## config.mk

```make
export PLATFORM = sky130hd
export DESIGN_NAME = alu_acc_seq
export DESIGN_NICKNAME = d
export VERILOG_FILES = /design/src/rtl/alu_pkg.sv /design/src/rtl/alu_4bit.sv /design/src/rtl/alu_acc_seq.sv
export SDC_FILE = /design/constraint.sdc
export NUM_CORES = 1
export LEC_CHECK = 0
export CAP_MARGIN = 25
export CORE_MARGIN = 8
export CORE_UTILIZATION = 30
export CTS_CLUSTER_SIZE = 28
export DETAILED_ROUTE_END_ITERATION = 10
export HOLD_SLACK_MARGIN = 0.08
export PLACE_DENSITY = 0.57
export SLEW_MARGIN = 20
export SYNTH_ARGS = -nofsm -noshare
export SYNTH_HDL_FRONTEND = slang
export SYNTH_SLANG_ARGS = --single-unit
```

## constraint.sdc

```tcl
create_clock -name clk -period 2.75 [get_ports clk]
set_input_delay 0.4125 -clock clk [delete_from_list [all_inputs] [get_ports clk]]
set_output_delay 0.4125 -clock clk [all_outputs]
set_load 0.005 [all_outputs]
```

## src/rtl/alu_pkg.sv

```systemverilog
// Shared definitions for the accumulator sequencer and its 4-bit ALU:
// widths, opcode encodings, FSM state encoding and a small flag helper.
package alu_pkg;

   localparam int DATA_W = 4;
   localparam int RES_W  = DATA_W + 1;
   localparam int PROD_W = 2 * DATA_W;
   localparam int OP_W   = 3;
   localparam int SEL_W  = 2;

   localparam logic [OP_W-1:0] OP_AND  = 3'b000;
   localparam logic [OP_W-1:0] OP_OR   = 3'b001;
   localparam logic [OP_W-1:0] OP_ADD  = 3'b010;
   localparam logic [OP_W-1:0] OP_SUB  = 3'b011;
   localparam logic [OP_W-1:0] OP_LOAD = 3'b100;
   localparam logic [OP_W-1:0] OP_CLR  = 3'b101;
   localparam logic [OP_W-1:0] OP_MUL  = 3'b110;
   localparam logic [OP_W-1:0] OP_NOP  = 3'b111;

   typedef enum logic [1:0] {
      ST_IDLE = 2'b00,
      ST_EXEC = 2'b01,
      ST_MUL  = 2'b10,
      ST_RESP = 2'b11
   } state_t;

   // Zero flag of an accumulator value.
   function automatic logic is_zero(input logic [DATA_W-1:0] v);
      return (v == '0);
   endfunction

endpackage

```

## src/rtl/alu_4bit.sv

```systemverilog
// Combinational 4-bit ALU. The 5-bit result carries the ADD carry-out or
// the SUB borrow in its top bit; logic ops leave the top bit clear.
module alu_4bit
   import alu_pkg::*;
(
   input  logic [DATA_W-1:0] a,
   input  logic [DATA_W-1:0] b,
   input  logic [SEL_W-1:0]  sel,
   output logic [RES_W-1:0]  result
);

   // Select the operation; subtraction wraps modulo 32 so a borrow sets bit 4.
   always_comb begin
      result = '0;
      case (sel)
         2'b00:   result = {1'b0, a & b};
         2'b01:   result = {1'b0, a | b};
         2'b10:   result = {1'b0, a} + {1'b0, b};
         default: result = {1'b0, a} - {1'b0, b};
      endcase
   end

endmodule

```

## src/rtl/alu_acc_seq.sv

```systemverilog
// Command sequencer and accumulator in front of alu_4bit. Takes one
// opcode/operand command at a time, updates a 4-bit accumulator through the
// ALU (or through an inline shift-add multiplier for MUL) and returns the
// accumulator with zero/carry flags over a response handshake.
module alu_acc_seq
   import alu_pkg::*;
#(
   parameter int MUL_STEPS = 4
)
(
   input  logic              clk,
   input  logic              rst_n,
   input  logic              in_valid,
   output logic              in_ready,
   input  logic [OP_W-1:0]   in_op,
   input  logic [DATA_W-1:0] in_operand,
   output logic              out_valid,
   input  logic              out_ready,
   output logic [DATA_W-1:0] out_acc,
   output logic              out_zero,
   output logic              out_carry
);

   localparam int STEP_W = (MUL_STEPS > 1) ? $clog2(MUL_STEPS) : 1;
   localparam logic [STEP_W-1:0] LAST_STEP = STEP_W'(MUL_STEPS - 1);

   state_t              state;
   state_t              state_nxt;
   logic                accept;

   logic [OP_W-1:0]     op_q;
   logic [DATA_W-1:0]   operand_q;
   logic [DATA_W-1:0]   acc;
   logic                carry;

   logic [STEP_W-1:0]   step;
   logic [PROD_W-1:0]   prod;
   logic [PROD_W-1:0]   partial;
   logic [PROD_W-1:0]   prod_sum;
   logic                mul_last;

   logic [DATA_W-1:0]   alu_a;
   logic [DATA_W-1:0]   alu_b;
   logic [SEL_W-1:0]    alu_sel;
   logic [RES_W-1:0]    alu_result;

   logic [DATA_W-1:0]   exec_acc;
   logic                exec_carry;

   assign accept   = in_valid & in_ready;
   assign mul_last = (state == ST_MUL) && (step == LAST_STEP);

   alu_4bit u_alu (
      .a      (alu_a),
      .b      (alu_b),
      .sel    (alu_sel),
      .result (alu_result)
   );

   // FSM state register.
   always_ff @(posedge clk or negedge rst_n) begin
      if (!rst_n) state <= ST_IDLE;
      else        state <= state_nxt;
   end

   // FSM next-state: one command in flight, response must be taken before the next accept.
   always_comb begin
      state_nxt = state;
      case (state)
         ST_IDLE: if (in_valid) state_nxt = (in_op == OP_MUL) ? ST_MUL : ST_EXEC;
         ST_EXEC: state_nxt = ST_RESP;
         ST_MUL:  if (step == LAST_STEP) state_nxt = ST_RESP;
         ST_RESP: if (out_ready) state_nxt = ST_IDLE;
         default: state_nxt = ST_IDLE;
      endcase
   end

   // FSM outputs: handshake strobes and the ALU operand drive.
   always_comb begin
      in_ready  = (state == ST_IDLE);
      out_valid = (state == ST_RESP);
      alu_a     = acc;
      alu_b     = operand_q;
      alu_sel   = op_q[SEL_W-1:0];
   end

   // Capture the command on accept; held for the whole execution.
   always_ff @(posedge clk) begin
      if (accept) begin
         op_q      <= in_op;
         operand_q <= in_operand;
      end
   end

   // Shift-add step counter, restarted with every accepted command.
   always_ff @(posedge clk or negedge rst_n) begin
      if (!rst_n)               step <= '0;
      else if (accept)          step <= '0;
      else if (state == ST_MUL) step <= step + 1'b1;
   end

   // Partial product for the current multiplier bit, summed into the running product.
   always_comb begin
      partial  = operand_q[step] ? (PROD_W'(acc) << step) : '0;
      prod_sum = prod + partial;
   end

   // Running product; the multiplicand is acc, which stays put until the last step.
   always_ff @(posedge clk) begin
      if (accept)               prod <= '0;
      else if (state == ST_MUL) prod <= prod_sum;
   end

   // Single-cycle command result: ALU ops, LOAD, CLR and NOP.
   always_comb begin
      exec_acc   = acc;
      exec_carry = 1'b0;
      case (op_q)
         OP_AND, OP_OR: exec_acc = alu_result[DATA_W-1:0];
         OP_ADD, OP_SUB: begin
            exec_acc   = alu_result[DATA_W-1:0];
            exec_carry = alu_result[DATA_W];
         end
         OP_LOAD: exec_acc = operand_q;
         OP_CLR:  exec_acc = '0;
         default: exec_acc = acc;
      endcase
   end

   // Accumulator and carry: updated in EXEC or on the final multiply step.
   always_ff @(posedge clk or negedge rst_n) begin
      if (!rst_n) begin
         acc   <= '0;
         carry <= 1'b0;
      end else if (state == ST_EXEC) begin
         acc   <= exec_acc;
         carry <= exec_carry;
      end else if (mul_last) begin
         acc   <= prod_sum[DATA_W-1:0];
         carry <= |prod_sum[PROD_W-1:DATA_W];
      end
   end

   // Response fields come straight from the registered accumulator.
   always_comb begin
      out_acc   = acc;
      out_zero  = is_zero(acc);
      out_carry = carry;
   end

endmodule

```

# [Yosys cells after proc, flatten, opt, wreduce, memory -nomap -nowiden]
# Cells that the tools add are included.
[op_classes] n_eq_ne=16 n_shift=1 add_sub_neg=4 n_mux=17 n_lt_le_gt_ge=1 reduce_logical=12 bitwise_logic=3
[op_table] cell="$pmux W5 S3" n=1
[op_table] cell="$mux W2" n=6
[op_table] cell="$pmux W4 S3" n=1
[op_table] cell="$eq A3 B3 Y1 const B" n=3
[op_table] cell="$add A8 B8 Y8" n=1
[op_table] cell="$eq A2 B2 Y1 const B" n=4
[op_table] cell="$mux W4" n=2
[op_table] cell="$mux W8" n=1
[op_table] cell="$pmux W2 S4" n=1
[op_table] cell="$reduce_or A4 Y1" n=2
[op_table] cell="$shl A4 B2 Y8" n=1
[op_table] cell="$eq A3 B2 Y1 const B" n=2
[op_table] cell="$add A4 B4 Y5" n=1
[op_table] cell="$sub A4 B4 Y5" n=1
[op_table] cell="$and A4 B4 Y4" n=1
[op_table] cell="$eq A2 B1 Y1 const B" n=2
[op_table] cell="$logic_not A2 Y1" n=2
[op_table] cell="$logic_not A4 Y1" n=1
[op_table] cell="$mux W1" n=4
[op_table] cell="$ne A2 B1 Y1 const B" n=2
[op_table] cell="$ne A4 B2 Y1 const B" n=1
[op_table] cell="$or A4 B4 Y4" n=1
[op_table] cell="$reduce_bool A2 Y1" n=2
[op_table] cell="$eq A3 B1 Y1 const B" n=1
[op_table] cell="10 further kinds" n=10
[word_totals] out_inout_bits=8 ff_bits=24 in_bits=11 elab_cells=61

# [Longest topological paths before layout]
[logic_depth] word_depth=7 mapped_depth=11 depth_no_buf=10

# [Cells and area by module]
# A second synthesis with hierarchy kept.
[hier_totals] cells_unflattened=214 hier_area_um2=1928.1
[by_module_without_submodules] mod="alu_acc_seq" seq_area_each_um2=595.6 n_inst=1 cells_each=167 area_per_inst_um2=1602.8
[by_module_without_submodules] mod="alu_4bit" seq_area_each_um2=0.0 n_inst=1 cells_each=47 area_per_inst_um2=325.3

# [Worst setup path after synthesis]
# No wires, ideal clock.
[synth_timing] path_type="register to register" from="register step[1]" to="register carry (netlist: out_carry)" n_path_buf=1 slack_ns=0.029 period_less_slack_ns=2.721 required_ns=2.623 arrival_time_ns=2.593 setup_ns=0.127 stages_incl_launch_ff=12 cell_sequence="dfrtp_1 > clkbuf_1 > mux2_2 > nand2_1 > o21ai_0 > and2_1 > ha_1 > o21a_1 > or4b_1 > and3_1 > o21ai_1 > a31oi_1"
[synth_via] elab_chain_len=7 elab_cells_between_ends=11 classes_between="1 x add/sub; 1 x eq/ne; 1 x shift; 5 x mux; 3 x reduce/logical"
[synth_lines] item="start, declared" line_no="alu_acc_seq.sv:36" text="logic [STEP_W-1:0] step;"
[synth_lines] item="start signal, assigned" line_no="alu_acc_seq.sv:99" text="else if (state == ST_MUL) step <= step + 1'b1;"
[synth_lines] item="$bmux W1 S2" line_no="alu_acc_seq.sv:104" text="partial = operand_q[step] ? (PROD_W'(acc) << step) : '0;"
[synth_lines] item="$mux W1 (implied by the code)" line_no="alu_acc_seq.sv:104"
[synth_lines] item="$mux W8" line_no="alu_acc_seq.sv:104"
[synth_lines] item="$add A8 B8 Y8" line_no="alu_acc_seq.sv:105" text="prod_sum = prod + partial;"
[synth_lines] item="$reduce_or A4 Y1" line_no="alu_acc_seq.sv:140" text="carry <= |prod_sum[PROD_W-1:DATA_W];"
[synth_lines] item="$mux W1" line_no="alu_acc_seq.sv:138" text="end else if (mul_last) begin"
[synth_lines] item="$mux W1" line_no="alu_acc_seq.sv:135" text="end else if (state == ST_EXEC) begin"
[synth_lines] item="end signal, assigned" line_no="alu_acc_seq.sv:137" text="carry <= exec_carry;"
[synth_lines] item="end signal, assigned" line_no="alu_acc_seq.sv:140"
[synth_lines] item="end, declared" line_no="alu_acc_seq.sv:34" text="logic carry;"
# Several ways; a longest one is shown, not always the timed one. The select of a mux whose other input is x is not followed.
# A chain may end at the register's enable or synchronous reset.

# [Worst setup path after layout]
[layout_timing] from="register step[0]" to="register prod[5]"
[layout_via] elab_chain_len=4 elab_cells_between_ends=5 classes_between="1 x add/sub; 1 x shift; 3 x mux"
[layout_lines] item="$bmux W1 S2" line_no="alu_acc_seq.sv:104"
[layout_lines] item="$mux W1 (implied by the code)" line_no="alu_acc_seq.sv:104"
[layout_lines] item="$mux W8 *" line_no="alu_acc_seq.sv:104"
[layout_lines] item="$add A8 B8 Y8 *" line_no="alu_acc_seq.sv:105"
[layout_lines] item="end signal, assigned" line_no="alu_acc_seq.sv:111" text="else if (state == ST_MUL) prod <= prod_sum;"
[layout_lines] item="end, declared" line_no="alu_acc_seq.sv:37" text="logic [PROD_W-1:0] prod;"
# Every way passes the cells marked *; elsewhere a longest branch is shown, timed or not. The select of a mux whose other input is x is not followed.

==> flow_summary.ini <==
[die]
core_area_sq_mm = 0.006205
initial_core_util_pct = 30.29
pin_count = 19
die_height_um = 95.15
rows = 29
die_w_um = 95.15
die_area_sq_mm = 0.009053

[cells_and_area]
diodes = 0
design_area_sq_mm = 0.002297
seqCellArea_sq_um = 595.6
fillers = 640
final_cells = 320
drive_gt1_share_pct = 11.52
nets = 275
multi_input_area_sq_mm = 0.001196
area_delta_synth_final_pct = 22.24

[global_routing]
grt-ovfl-total = 0
grt_pass1_vias = 1603
grt_usage_pct = 10.93
grt_max_degree = 17
grt_pass1_wl_mm = 7.948
antenna_found_initial = 0

[synthesis]
synth_common_cells = nor2_1, ha_1, inv_1, nand2_1, o21ai_0
synth-compound-area-share_pct = 20.71
yosys.area_share.xor_xnor_pct = 3.262
syn_inst = 214
synth_top_area_share_pct = 11.98
dominantRegCellSynth = dfrtp_1
synth.distinct_cells = 52
async_flop_share_pct = 37.50
ys_ff_latch = 24
synth_top_family_by_area = compound AO/OA/AOI/OAI gates
synth-simple-area-share_pct = 18.84
netlist_area_sq_mm = 0.001879
yosysMostFrequentCell = nor2_1
synth_top_cell_by_area = dfrtp_1
synth.area.top_cells = dfrtp_1, ha_1, edfxtp_1, dfxtp_1, nor2_1
synth_area_per_cell_sq_um = 8.782
yosys.area_share.adder_pct = 14.11
synth-edff-count = 7
syn_nets = 245
yosys_warnings = 0
muxShareOfSynthArea_pct = 6.125
ys_seq_area_share_pct = 31.69

[timing]
rsz0062_at_grt = no
fin_tns_setup_ns = 0
finalCritPeriodShare_pct = 94.81
relSlewSlack_pct = 62.50
slew_viol_final = 0
hold_viol = 0
worst_pin_slew_ns = 0.5625
finalCriticalPeriod_ns = 2.607
finalClockSkew_ns = 0.009297
max_clock_freq_mhz = 383.5
setup_slack_ns = 0.1427
setup_viol = 0
finalHoldWorstSlack_ns = 0.4569

[clock_network]
cts_buffer_depth = 2
clk_pin_slew_worst_paths_ns = 0.09
post_cts_buffers = 0
htreeDepth = 1
hold_buffers = 0
cts_root_buf = clkbuf_8
cts_tree = yes
cts_resized = 0
cts_buffers = 3
worstSkewPairLatency_ns = 0.26
cts_sinks = 24

[placed_design]
dpl_cell_area_sq_mm = 0.002241
gp_congestion = 0.8358
preCtsSetupSlack_ns = 0.1611
placed_cells = 316
io_buffers = 18
dp_hpwl_mm = 3.679

[worst_setup_path]
cp.arrival_ns = 2.76
setup.worst_path.class = reg -> reg
setup.worst_path.end_class = register
critPathLaunchType = register
crit_chain = buf_4, or3_1, a21o_1, inv_1, ha_1, a211oi_2, o21bai_1, a211o_2, a31oi_1, nor2_1
crit_path_max_incr_delay_ns = 0.41
critical-path-top-delay-family = compound AO/OA/AOI/OAI gates
critPathRequiredTime_ns = 2.90
critPathBufInv = 2
crit_fanout = 10
crit_slowest_cell = dfrtp_1

[status]
status = complete, no violations

[power_and_ir_drop]
leakage_nw = 0.9883
p_per_area_mw_per_mm2 = 1068
ir_worst_vdd_v = 0.0004922

[job]
max_cap_violations = 0

[min_path]
min-delay-path-class = in -> async

[drt]
drt.antenna.violating_nets = 0
routed_via_density = 5.131
drc_errors = 0
vias = 1642
wl_mm = 4.738
first_pass_iters = 4
routedWlPerCell_um = 14.81
drt-initial-drc-count = 60
[sequential cells by signal (all words and copies together), names as in the netlist]
| signal | flops |
|---|---|
| alu_b | 4 |
| op_q | 3 |
| out_acc | 4 |
| out_carry | 1 |
| prod | 8 |
| state | 2 |
| step | 2 |
[through the flow]
stage,power [mW],utilization (%)
global route,2.704,37.02
finish,2.453,37.02
detailed placement,2.230,36.12
global placement,2.212,36.12
CTS,2.452,36.84
floorplan,1.691,-
[cell families after synthesis]
logic type	count (synthesis)
AND/OR/NAND/NOR	70
AO/OA/AOI/OAI	57
buffers and inverters	26
flip-flops	24
adder cells (fa/ha/maj)	20
multiplexers	10
XOR/XNOR	7
[where the power goes]
group	total [mW]	switching [mW]	internal, mW
Combinational	1.63	0.862	0.768
Clock	0.212	0.112	0.0997
Sequential	0.611	0.113	0.498
[final cells by class]
cell class / instances / share of cell area, %
clock buffer: 3 / 1.797
multi-input combinational: 164 / 52.07
timing repair buffer: 34 / 13.07
sequential: 24 / 25.93
inverter: 17 / 2.778
clock inverter: 1 / 0.1634
tap: 77 / 4.194
[worst reg2reg max path: cells and delay by family, from the launching register on]
family / cells / cell delay (ns)
flops: 1 / 0.41
buf+inv: 2 / 0.25
simple gates: 2 / 0.42
fa+ha+maj: 1 / 0.25
compound gates: 5 / 1.19
[cell usage in the layout (no fill, tap or decap), types with 2 or more instances in the layout]
cell,synthesis,final
nand3_1,5,5
o21ai_0,11,11
o21a_1,2,2
a31oi_1,3,3
a211oi_2,1,2
o31ai_1,3,3
clkdlybuf4s50_1,0,18
inv_1,17,17
buf_4,0,16
nor4_1,4,4
o211ai_1,2,2
edfxtp_1,7,7
nor2_1,23,23
nand2b_1,5,5
nor3b_1,2,2
o21ai_1,3,3
dfxtp_1,8,8
xnor2_1,4,4
xor2_1,3,3
fa_1,2,2
and2_1,4,4
nor2b_1,5,5
ha_1,18,17
mux2i_1,7,7
or3_1,2,2
a21o_1,5,5
nand3b_1,2,2
mux2_2,2,2
dfrtp_1,9,9
clkbuf_8,0,3
a211oi_1,3,2
nand2_1,13,13
a21oi_1,10,9
[per-layer routing]
| layer | up-vias | global-route usage [%] | routed length (um) |
|---|---|---|---|
| li1 | 834 | - | - |
| met1 | 768 | 15.23 | 2428 |
| met2 | 38 | 17.09 | 2132 |
| met3 | 2 | 1.654 | 134 |
| met4 | 0 | 2.861 | 43 |
| met5 | - | 0 | 0 |
[worst paths after layout]
| check | start | end | slack [ns] | cells past startpoint |
|---|---|---|---|---|
| max in group asynchronous | rst_n | step[1]$_DFFE_PN0P_ | 1.97 | 1 |
| setup / recovery | step[0]$_DFFE_PN0P_ | prod[5]$_SDFFE_PP0P_ | 0.14 | 10 |
| min in group clk | prod[2]$_SDFFE_PP0P_ | prod[2]$_SDFFE_PP0P_ | 0.52 | 2 |
| hold / removal | rst_n | out_acc[1]$_DFFE_PN0P_ | 0.46 | 1 |
| hold reg to reg | prod[2]$_SDFFE_PP0P_ | prod[2]$_SDFFE_PP0P_ | 0.52 | 2 |
| setup reg to reg | step[0]$_DFFE_PN0P_ | prod[5]$_SDFFE_PP0P_ | 0.14 | 10 |
No activity file was read; power rests on OpenSTA's default activity.
